**config.mk**
```make
export PLATFORM = sky130hd
export DESIGN_NAME = icache_refill
export DESIGN_NICKNAME = d
export VERILOG_FILES = /design/src/rtl/icache_refill_pkg.sv /design/src/rtl/icache_line_assembler.sv /design/src/rtl/icache_refill.sv
export SDC_FILE = /design/constraint.sdc
export NUM_CORES = 1
export LEC_CHECK = 0
export ABC_AREA = 1
export ABC_CLOCK_PERIOD_IN_PS = 1600
export BUFFER_PORTS_ARGS = -buffer_cell sky130_fd_sc_hd__buf_2
export CAP_MARGIN = 20
export CORE_MARGIN = 2
export CORE_UTILIZATION = 45
export CTS_CLUSTER_SIZE = 16
export DETAILED_ROUTE_END_ITERATION = 16
export GPL_TIMING_DRIVEN = 0
export MAX_ROUTING_LAYER = met4
export PLACE_DENSITY_LB_ADDON = 0.2
export SYNTH_ARGS = -nofsm -noshare
export SYNTH_HDL_FRONTEND = slang
export SYNTH_HIERARCHICAL = 1
export SYNTH_SLANG_ARGS = --single-unit
export TNS_END_PERCENT = 100
```
**constraint.sdc**
```tcl
create_clock -name aclk -period 1.6 [get_ports aclk]
set_clock_uncertainty 0.2 [all_clocks]
set_input_delay 0.08 -clock aclk [delete_from_list [all_inputs] [get_ports aclk]]
set_output_delay 0.08 -clock aclk [all_outputs]
set_load 0.05 [all_outputs]
```
**src/rtl/icache_refill_pkg.sv**
```systemverilog
// Shared constants and state encoding for the icache miss/refill engine.
package icache_refill_pkg;

  localparam logic [2:0] RD_TYPE_WORD     = 3'b010;
  localparam logic [2:0] RD_TYPE_LINE     = 3'b100;
  localparam int         LINE_OFFSET_BITS = 4;
  localparam int         WORD_W           = 32;

  typedef enum logic [3:0] {
    ST_IDLE = 4'b0001,
    ST_REQ  = 4'b0010,
    ST_RECV = 4'b0100,
    ST_DONE = 4'b1000
  } state_t;

endpackage

```
**src/rtl/icache_line_assembler.sv**
```systemverilog
// Beat counter, per-word write decode, line register and critical-word match.
module icache_line_assembler
  import icache_refill_pkg::*;
#(
  parameter int LINE_WORDS = 4,
  parameter int CNT_W      = $clog2(LINE_WORDS)
) (
  input  logic                         aclk,
  input  logic                         reset,
  input  logic                         clr,
  input  logic                         beat_en,
  input  logic                         uncached,
  input  logic [CNT_W-1:0]             crit_idx,
  input  logic [WORD_W-1:0]            beat_data,
  output logic [CNT_W-1:0]             beat_cnt,
  output logic                         crit_hit,
  output logic [LINE_WORDS*WORD_W-1:0] line
);

  logic [LINE_WORDS-1:0][WORD_W-1:0] line_q;
  logic [LINE_WORDS-1:0]             we;
  logic [CNT_W-1:0]                  wr_idx;

  // Uncached fetches always land in word 0 regardless of the beat count.
  assign wr_idx   = uncached ? '0 : beat_cnt;
  assign we       = beat_en ? (LINE_WORDS'(1) << wr_idx) : '0;
  assign crit_hit = uncached | (beat_cnt == crit_idx);
  assign line     = line_q;

  // Beat counter: cleared at the read handshake, wraps so extra beats overwrite from word 0.
  always_ff @(posedge aclk) begin
    if (reset || clr) beat_cnt <= '0;
    else if (beat_en) beat_cnt <= beat_cnt + 1'b1;
  end

  genvar w;
  generate
    for (w = 0; w < LINE_WORDS; w++) begin : g_word
      // One 32-bit slot of the line, written only when its decode bit is set.
      always_ff @(posedge aclk) begin
        if (reset) line_q[w] <= '0;
        else if (we[w]) line_q[w] <= beat_data;
      end
    end
  endgenerate

endmodule

```
**src/rtl/icache_refill.sv**
```systemverilog
// Icache miss/refill engine: one outstanding miss, line or word read, critical-word forward.
module icache_refill
  import icache_refill_pkg::*;
#(
  parameter int ADDR_W     = 32,
  parameter int LINE_WORDS = 4
) (
  input  logic                         aclk,
  input  logic                         reset,
  input  logic                         miss_req,
  input  logic                         miss_uncached,
  input  logic [ADDR_W-1:0]            miss_addr,
  output logic                         miss_ready,
  output logic                         rd_req,
  output logic [2:0]                   rd_type,
  output logic [ADDR_W-1:0]            rd_addr,
  input  logic                         rd_rdy,
  input  logic                         ret_valid,
  input  logic                         ret_last,
  input  logic [WORD_W-1:0]            ret_data,
  output logic                         fwd_valid,
  output logic [WORD_W-1:0]            fwd_data,
  output logic                         refill_valid,
  output logic [ADDR_W-1:0]            refill_addr,
  output logic [LINE_WORDS*WORD_W-1:0] refill_line,
  output logic                         protocol_err
);

  localparam int CNT_W = $clog2(LINE_WORDS);
  localparam logic [CNT_W-1:0] LAST_IDX = CNT_W'(LINE_WORDS - 1);

  state_t           state;
  logic             lat_unc;
  logic [CNT_W-1:0] lat_crit;
  logic [CNT_W-1:0] beat_cnt;
  logic             crit_hit;
  logic             beat_en;
  logic             rd_hs;

  // Beats outside RECV (including one coincident with the handshake) are dropped.
  assign beat_en = (state == ST_RECV) & ret_valid;
  assign rd_hs   = (state == ST_REQ) & rd_rdy;

  icache_line_assembler #(.LINE_WORDS(LINE_WORDS)) u_asm (
    .aclk      (aclk),
    .reset     (reset),
    .clr       (rd_hs),
    .beat_en   (beat_en),
    .uncached  (lat_unc),
    .crit_idx  (lat_crit),
    .beat_data (ret_data),
    .beat_cnt  (beat_cnt),
    .crit_hit  (crit_hit),
    .line      (refill_line)
  );

  // Control FSM with registered outputs; pulses default low every cycle.
  always_ff @(posedge aclk) begin
    if (reset) begin
      state        <= ST_IDLE;
      lat_unc      <= 1'b0;
      lat_crit     <= '0;
      miss_ready   <= 1'b1;
      rd_req       <= 1'b0;
      rd_type      <= '0;
      rd_addr      <= '0;
      fwd_valid    <= 1'b0;
      fwd_data     <= '0;
      refill_valid <= 1'b0;
      refill_addr  <= '0;
      protocol_err <= 1'b0;
    end else begin
      fwd_valid    <= 1'b0;
      refill_valid <= 1'b0;
      protocol_err <= 1'b0;
      if (beat_en && crit_hit) begin
        fwd_valid <= 1'b1;
        fwd_data  <= ret_data;
      end
      unique case (state)
        ST_IDLE: if (miss_req) begin
          lat_unc     <= miss_uncached;
          lat_crit    <= miss_addr[LINE_OFFSET_BITS-1:2];
          miss_ready  <= 1'b0;
          rd_req      <= 1'b1;
          rd_type     <= miss_uncached ? RD_TYPE_WORD : RD_TYPE_LINE;
          rd_addr     <= miss_uncached ? miss_addr
                                       : {miss_addr[ADDR_W-1:LINE_OFFSET_BITS], {LINE_OFFSET_BITS{1'b0}}};
          refill_addr <= {miss_addr[ADDR_W-1:LINE_OFFSET_BITS], {LINE_OFFSET_BITS{1'b0}}};
          state       <= ST_REQ;
        end
        ST_REQ: if (rd_rdy) begin
          rd_req <= 1'b0;
          state  <= ST_RECV;
        end
        ST_RECV: if (ret_valid) begin
          if (ret_last) begin
            refill_valid <= ~lat_unc;
            protocol_err <= ~lat_unc & (beat_cnt != LAST_IDX);
            state        <= ST_DONE;
          end else if (lat_unc || beat_cnt == LAST_IDX) begin
            protocol_err <= 1'b1;
          end
        end
        ST_DONE: begin
          miss_ready <= 1'b1;
          state      <= ST_IDLE;
        end
        default: begin
          miss_ready <= 1'b1;
          rd_req     <= 1'b0;
          state      <= ST_IDLE;
        end
      endcase
    end
  end

endmodule

```
After elaboration in Yosys (flattened, before gate mapping). Index checks and enable logic that the tools add are counted.

Add/sub/neg operators: 1. Equal/unequal tests: 11. Shifts and indexed selects: 1. Multiplexer cells: 17. Bitwise gates (word level): 10. Reductions and logical operators: 11.

Operators with widths (number): $mux W4 (6); $pmux W4 S3 (1); $ne A2 B2 Y1 const B (5); $mux W1 (6); $not A1 Y1 (6); $eq A4 B1 Y1 const B (1); $eq A4 B2 Y1 const B (1); $eq A4 B3 Y1 const B (1); $eq A4 B4 Y1 const B (1); $reduce_and A2 Y1 (2); $reduce_and A4 Y1 (1); $reduce_or A2 Y1 (2); $reduce_or A4 Y1 (1); $shl A1 B2 Y4 const A (1); $and A1 B1 Y1 (3); $mux W3 (1); $pmux W1 S3 (1); $reduce_and A3 Y1 (1); $reduce_or A3 Y1 (1); $add A2 B1 Y2 const B (1); $eq A2 B2 Y1 (1); $eq A2 B2 Y1 const B (1); $logic_or A1 B1 Y1 (2); $mux W2 (1); 3 further kinds (3).

Register bits: 237. Bits of input ports: 71. Output and inout port bits: 232. Logic and storage cells: 68.

Depth between registers and ports, before layout.
Word-level depth: 4. Depth in mapped cells: 10. Mapped depth without buffers: 9.

Modules after synthesis. Netlist, hierarchy kept.

Modules (own cells, without submodules): icache_line_assembler (times used 1, cells an instance 713, area an instance 5098.6 µm², seq. area each 2602.5 µm²); icache_refill (times used 1, cells an instance 452, area an instance 3266.9 µm², seq. area each 1541.5 µm²).

Worst setup path before layout. No wires, ideal clock.

Kind: register to register. Start: register, netlist name rd_type[1]. End: register fwd_data[23]. Setup time: 0.064 ns. Data arrival time: 1.487 ns. Data required time: 1.336 ns. Path slack: -0.151 ns. Cell stages (with the launch flop): 8. Buffers on the path: 2. Clock period less this slack: 1.751 ns. Cell sequence: dfxtp_1 -> inv_2 -> buf_1 -> o21ai_0 -> nand2_4 -> buf_2 -> nor2_1 -> nor2_1.

RTL lines: end signal: assignment (line icache_refill.sv:78) `fwd_data <= ret_data;`; end: declaration (line icache_refill.sv:22) `output logic [WORD_W-1:0] fwd_data,`.

Worst setup path in the final report.
Start: register state[0]. End: register u_asm.line_q (netlist bit u_asm/line[70]).

Cells in the longest elaborated chain, start to end: 3.

RTL lines: start: declaration (line icache_refill.sv:32) `state_t state;`; start signal: assignment (line icache_refill.sv:60) `state <= ST_IDLE;`; start signal: assignment (line icache_refill.sv:90) `state <= ST_REQ;`; start signal: assignment (line icache_refill.sv:94) `state <= ST_RECV;`; $eq A4 B3 Y1 (line icache_refill.sv:41) `assign beat_en = (state == ST_RECV) & ret_valid;`; $and A1 B1 Y1 (line icache_refill.sv:41); net beat_en (line icache_refill.sv:37) `logic beat_en;`; $mux W4 (line icache_line_assembler.sv:26) `assign we = beat_en ? (LINE_WORDS'(1) << wr_idx) : '0;`; end signal: indexed assignment (line icache_line_assembler.sv:42) `else if (we[w]) line_q[w] <= beat_data;`; end: declaration (line icache_line_assembler.sv:20) `logic [LINE_WORDS-1:0][WORD_W-1:0] line_q;`.

The timed path passes the listed nets, and every way through them passes these cells. A chain may end at the register's enable or synchronous reset.

==> results.json <==
{
  "track_usage_pct": 27.7,
  "yosysTopAreaCell": "dfxtp_1",
  "core_mm2": 0.0181,
  "hold_slack_ns": 0.155,
  "async_flop_share_pct": 0,
  "mappedNetlistArea_mm2": 0.00837,
  "fmax_mhz": 537,
  "synthDistinctLibCells": 28,
  "netlist_top_cells_count": "nor2_1 (297), nand2_1 (272), dfxtp_1 (207), inv_1 (80), nand3_1 (74)",
  "cp-end-kind": "register",
  "grt_pass1_wl_mm": 42.9,
  "synth_most_common_cell": "nor2_1",
  "maxCapViolCount": 0,
  "start_kind": "register",
  "clkSlewWorstSetupHoldPaths_ns": 0.07,
  "synth_top_area_share_pct": 49.5,
  "drtPass1Iterations": 5,
  "path_cells": "nor2_4, nand3_4, nor2_4, buf_6, nand2_4, nor2_4, buf_8, buf_6, nand2_1, nand2_1, nor2_1",
  "multi_input_area_mm2": 0.00403,
  "ys_ff_latch": 207,
  "timing.final.crit_share_pct": 116,
  "num_antenna_cells": 0,
  "grt_pass1_vias": 8351,
  "start_util_pct": 46.3,
  "clock-sinks": 207,
  "reg2regPathDepth": 11,
  "cp.required_ns": 1.79,
  "critPathMostFrequentCell": "nor2_4",
  "htree_levels": 1,
  "tightestPinTransition_ns": 0.868,
  "drive_gt1_share_pct": 39.9,
  "die_y_um": 140,
  "violations": "setup timing",
  "antenna_found_initial": 0,
  "ir_drop_mv": 0.840,
  "setup_viol": 160,
  "pwr_density_cell_mw_per_mm2": 897,
  "grt_max_degree": 14,
  "rsz0062_at_grt": "yes",
  "die_x_um": 140,
  "outcome": "finished, violations left",
  "placed_area_mm2": 0.0102,
  "insertion_delay_ns": 0.50,
  "dr.first_iter.drc_count": 470,
  "crit_slowest_cell": "dfxtp_2",
  "nFillCells": 1415,
  "worstSetupPathType": "reg2reg",
  "synth-edff-count": 0,
  "yosys_warnings": 6,
  "die-area_mm2": 0.0197,
  "grt_overflow": 0,
  "syn2layout_area_growth_pct": 59.0,
  "maxSlewViolCount": 0,
  "via_per_inst": 4.92,
  "hold_viol": 0,
  "setup_tns_ns": -23.09,
  "root_buffer": "clkbuf_16",
  "cts_tree": "yes",
  "dp_cells": 1695,
  "finalCriticalPeriod_ns": 1.86,
  "nets": 1683,
  "utilization_pct": 73.6,
  "clockBufferDepth": 3,
  "leakage_nw": 6.59,
  "path_max_fanout": 6,
  "finalPower_mw": 11.9,
  "final_area_mm2": 0.0133,
  "yosysSeqAreaShare_pct": 49.5,
  "critPathArrivalTime_ns": 2.05,
  "dp_hpwl_mm": 19.1,
  "seq_area_mm2": 0.00416,
  "drc": 0,
  "layoutNonFillerInstCount": 1857,
  "slowest_delay_ns": 0.33,
  "finalWorstSetupSlack_ns": -0.263,
  "synth_area_leaders": "dfxtp_1 (50%), nor2_1 (13%), nand2_1 (12%), nand3_1 (4.4%), a21oi_1 (4.1%)",
  "syn_area_per_cell_um2": 7.18,
  "place_ws_ns": -0.455,
  "drtAntennaViolNets": 0,
  "place.gp.congestion": 0.878,
  "cts_buffers": 22,
  "hold_path_class": "in2reg",
  "vias": 9133,
  "syn_inst": 1165,
  "row_count": 49,
  "synthFlopType": "dfxtp_1",
  "wl_per_cell_um": 15.9,
  "relSlewSlack_pct": 42.1,
  "port_buffers": 297,
  "ioPinCount": 303,
  "drt-total-wl_mm": 29.6,
  "holdPathStages": 5
}
## final timing paths
| check | start | to | slack [ns] |
|---|---|---|---|
| setup reg to reg | state[0] | u_asm/line[70] | -0.26 |
| hold / removal | reset | u_asm/line[98] | 0.16 |
| setup / recovery | state[0] | u_asm/line[70] | -0.26 |
| hold reg to reg | miss_ready | miss_ready | 0.26 |
## where the power goes
part | switching (mW) | internal (mW)
Sequential | 0.0682 | 5.24
Combinational | 1.07 | 0.538
Clock | 2.06 | 2.96
## state kept, by name, summed over array words and instances (netlist names), 2 cells and up
| name | count |
|---|---|
| u_asm/beat_cnt | 2 |
| u_asm/line | 128 |
| lat_crit | 2 |
| rd_type | 2 |
| rd_addr | 32 |
| state | 4 |
| fwd_data | 32 |
## cell type report
type                    count  share of cell area [%]
multi-input cells         776                    30.3
well taps                 229                    2.15
flip-flops and latches    207                    31.2
inverters                  85                    2.57
plain buffers             101                    6.74
clock buffers              37                    5.25
clock inverters             3                   0.113
repair buffers            419                    21.6
## worst max-delay path: cells and delay by family (launching register included)
family | cells | cell delay [ns]
and+or+nand+nor | 8 | 0.77
buffers and inverters | 3 | 0.44
DFF | 1 | 0.33
## layout by cell type (no fill, tap or decap), drive strengths merged
| cell type | instances |
|---|---|
| buf | 422 |
| nor2 | 303 |
| nand2 | 277 |
| dfxtp | 207 |
| inv | 84 |
| nand3 | 76 |
| dlygate4sd3 | 71 |
| a21oi | 70 |
| clkbuf | 64 |
| o21ai | 35 |
| conb | 5 |
| xor2 | 4 |
| clkinv | 4 |
| nor4 | 2 |
| nor3 | 2 |
| nor3b | 1 |
| nand4 | 1 |
## per-layer routing
| metal | part of all wire (%) | track usage (%) | up-vias | wire length, um |
|---|---|---|---|---|
| met5 | 0 | - | - | 0 |
| met4 | 3.1 | 8.98 | 0 | 911 |
| met2 | 51 | 48.6 | 380 | 15000 |
| met1 | 40 | 33.0 | 4246 | 11900 |
| li1 | - | - | 4448 | - |
| met3 | 6.1 | 3.76 | 59 | 1820 |
## kinds of logic (layout without fill, tap and decap cells)
family	after synthesis	in the layout	synth area share (%)
simple gates	660	662	31.8
xor+xnor	4	4	0.419
buf+inv	188	645	11.7
flops	207	207	49.5
other cells	1	5	0.0448
compound gates	105	105	6.46
## repair_timing
action	in CTS	in global routing
resized for setup	102	219
endpoints found under the hold margin	207	5
setup endpoints to repair	172	194
setup buffers	22	10
pin swaps	11	65
hold buffers	70	1
gates cloned	11	10
No activity file was read; power rests on OpenSTA's default activity.
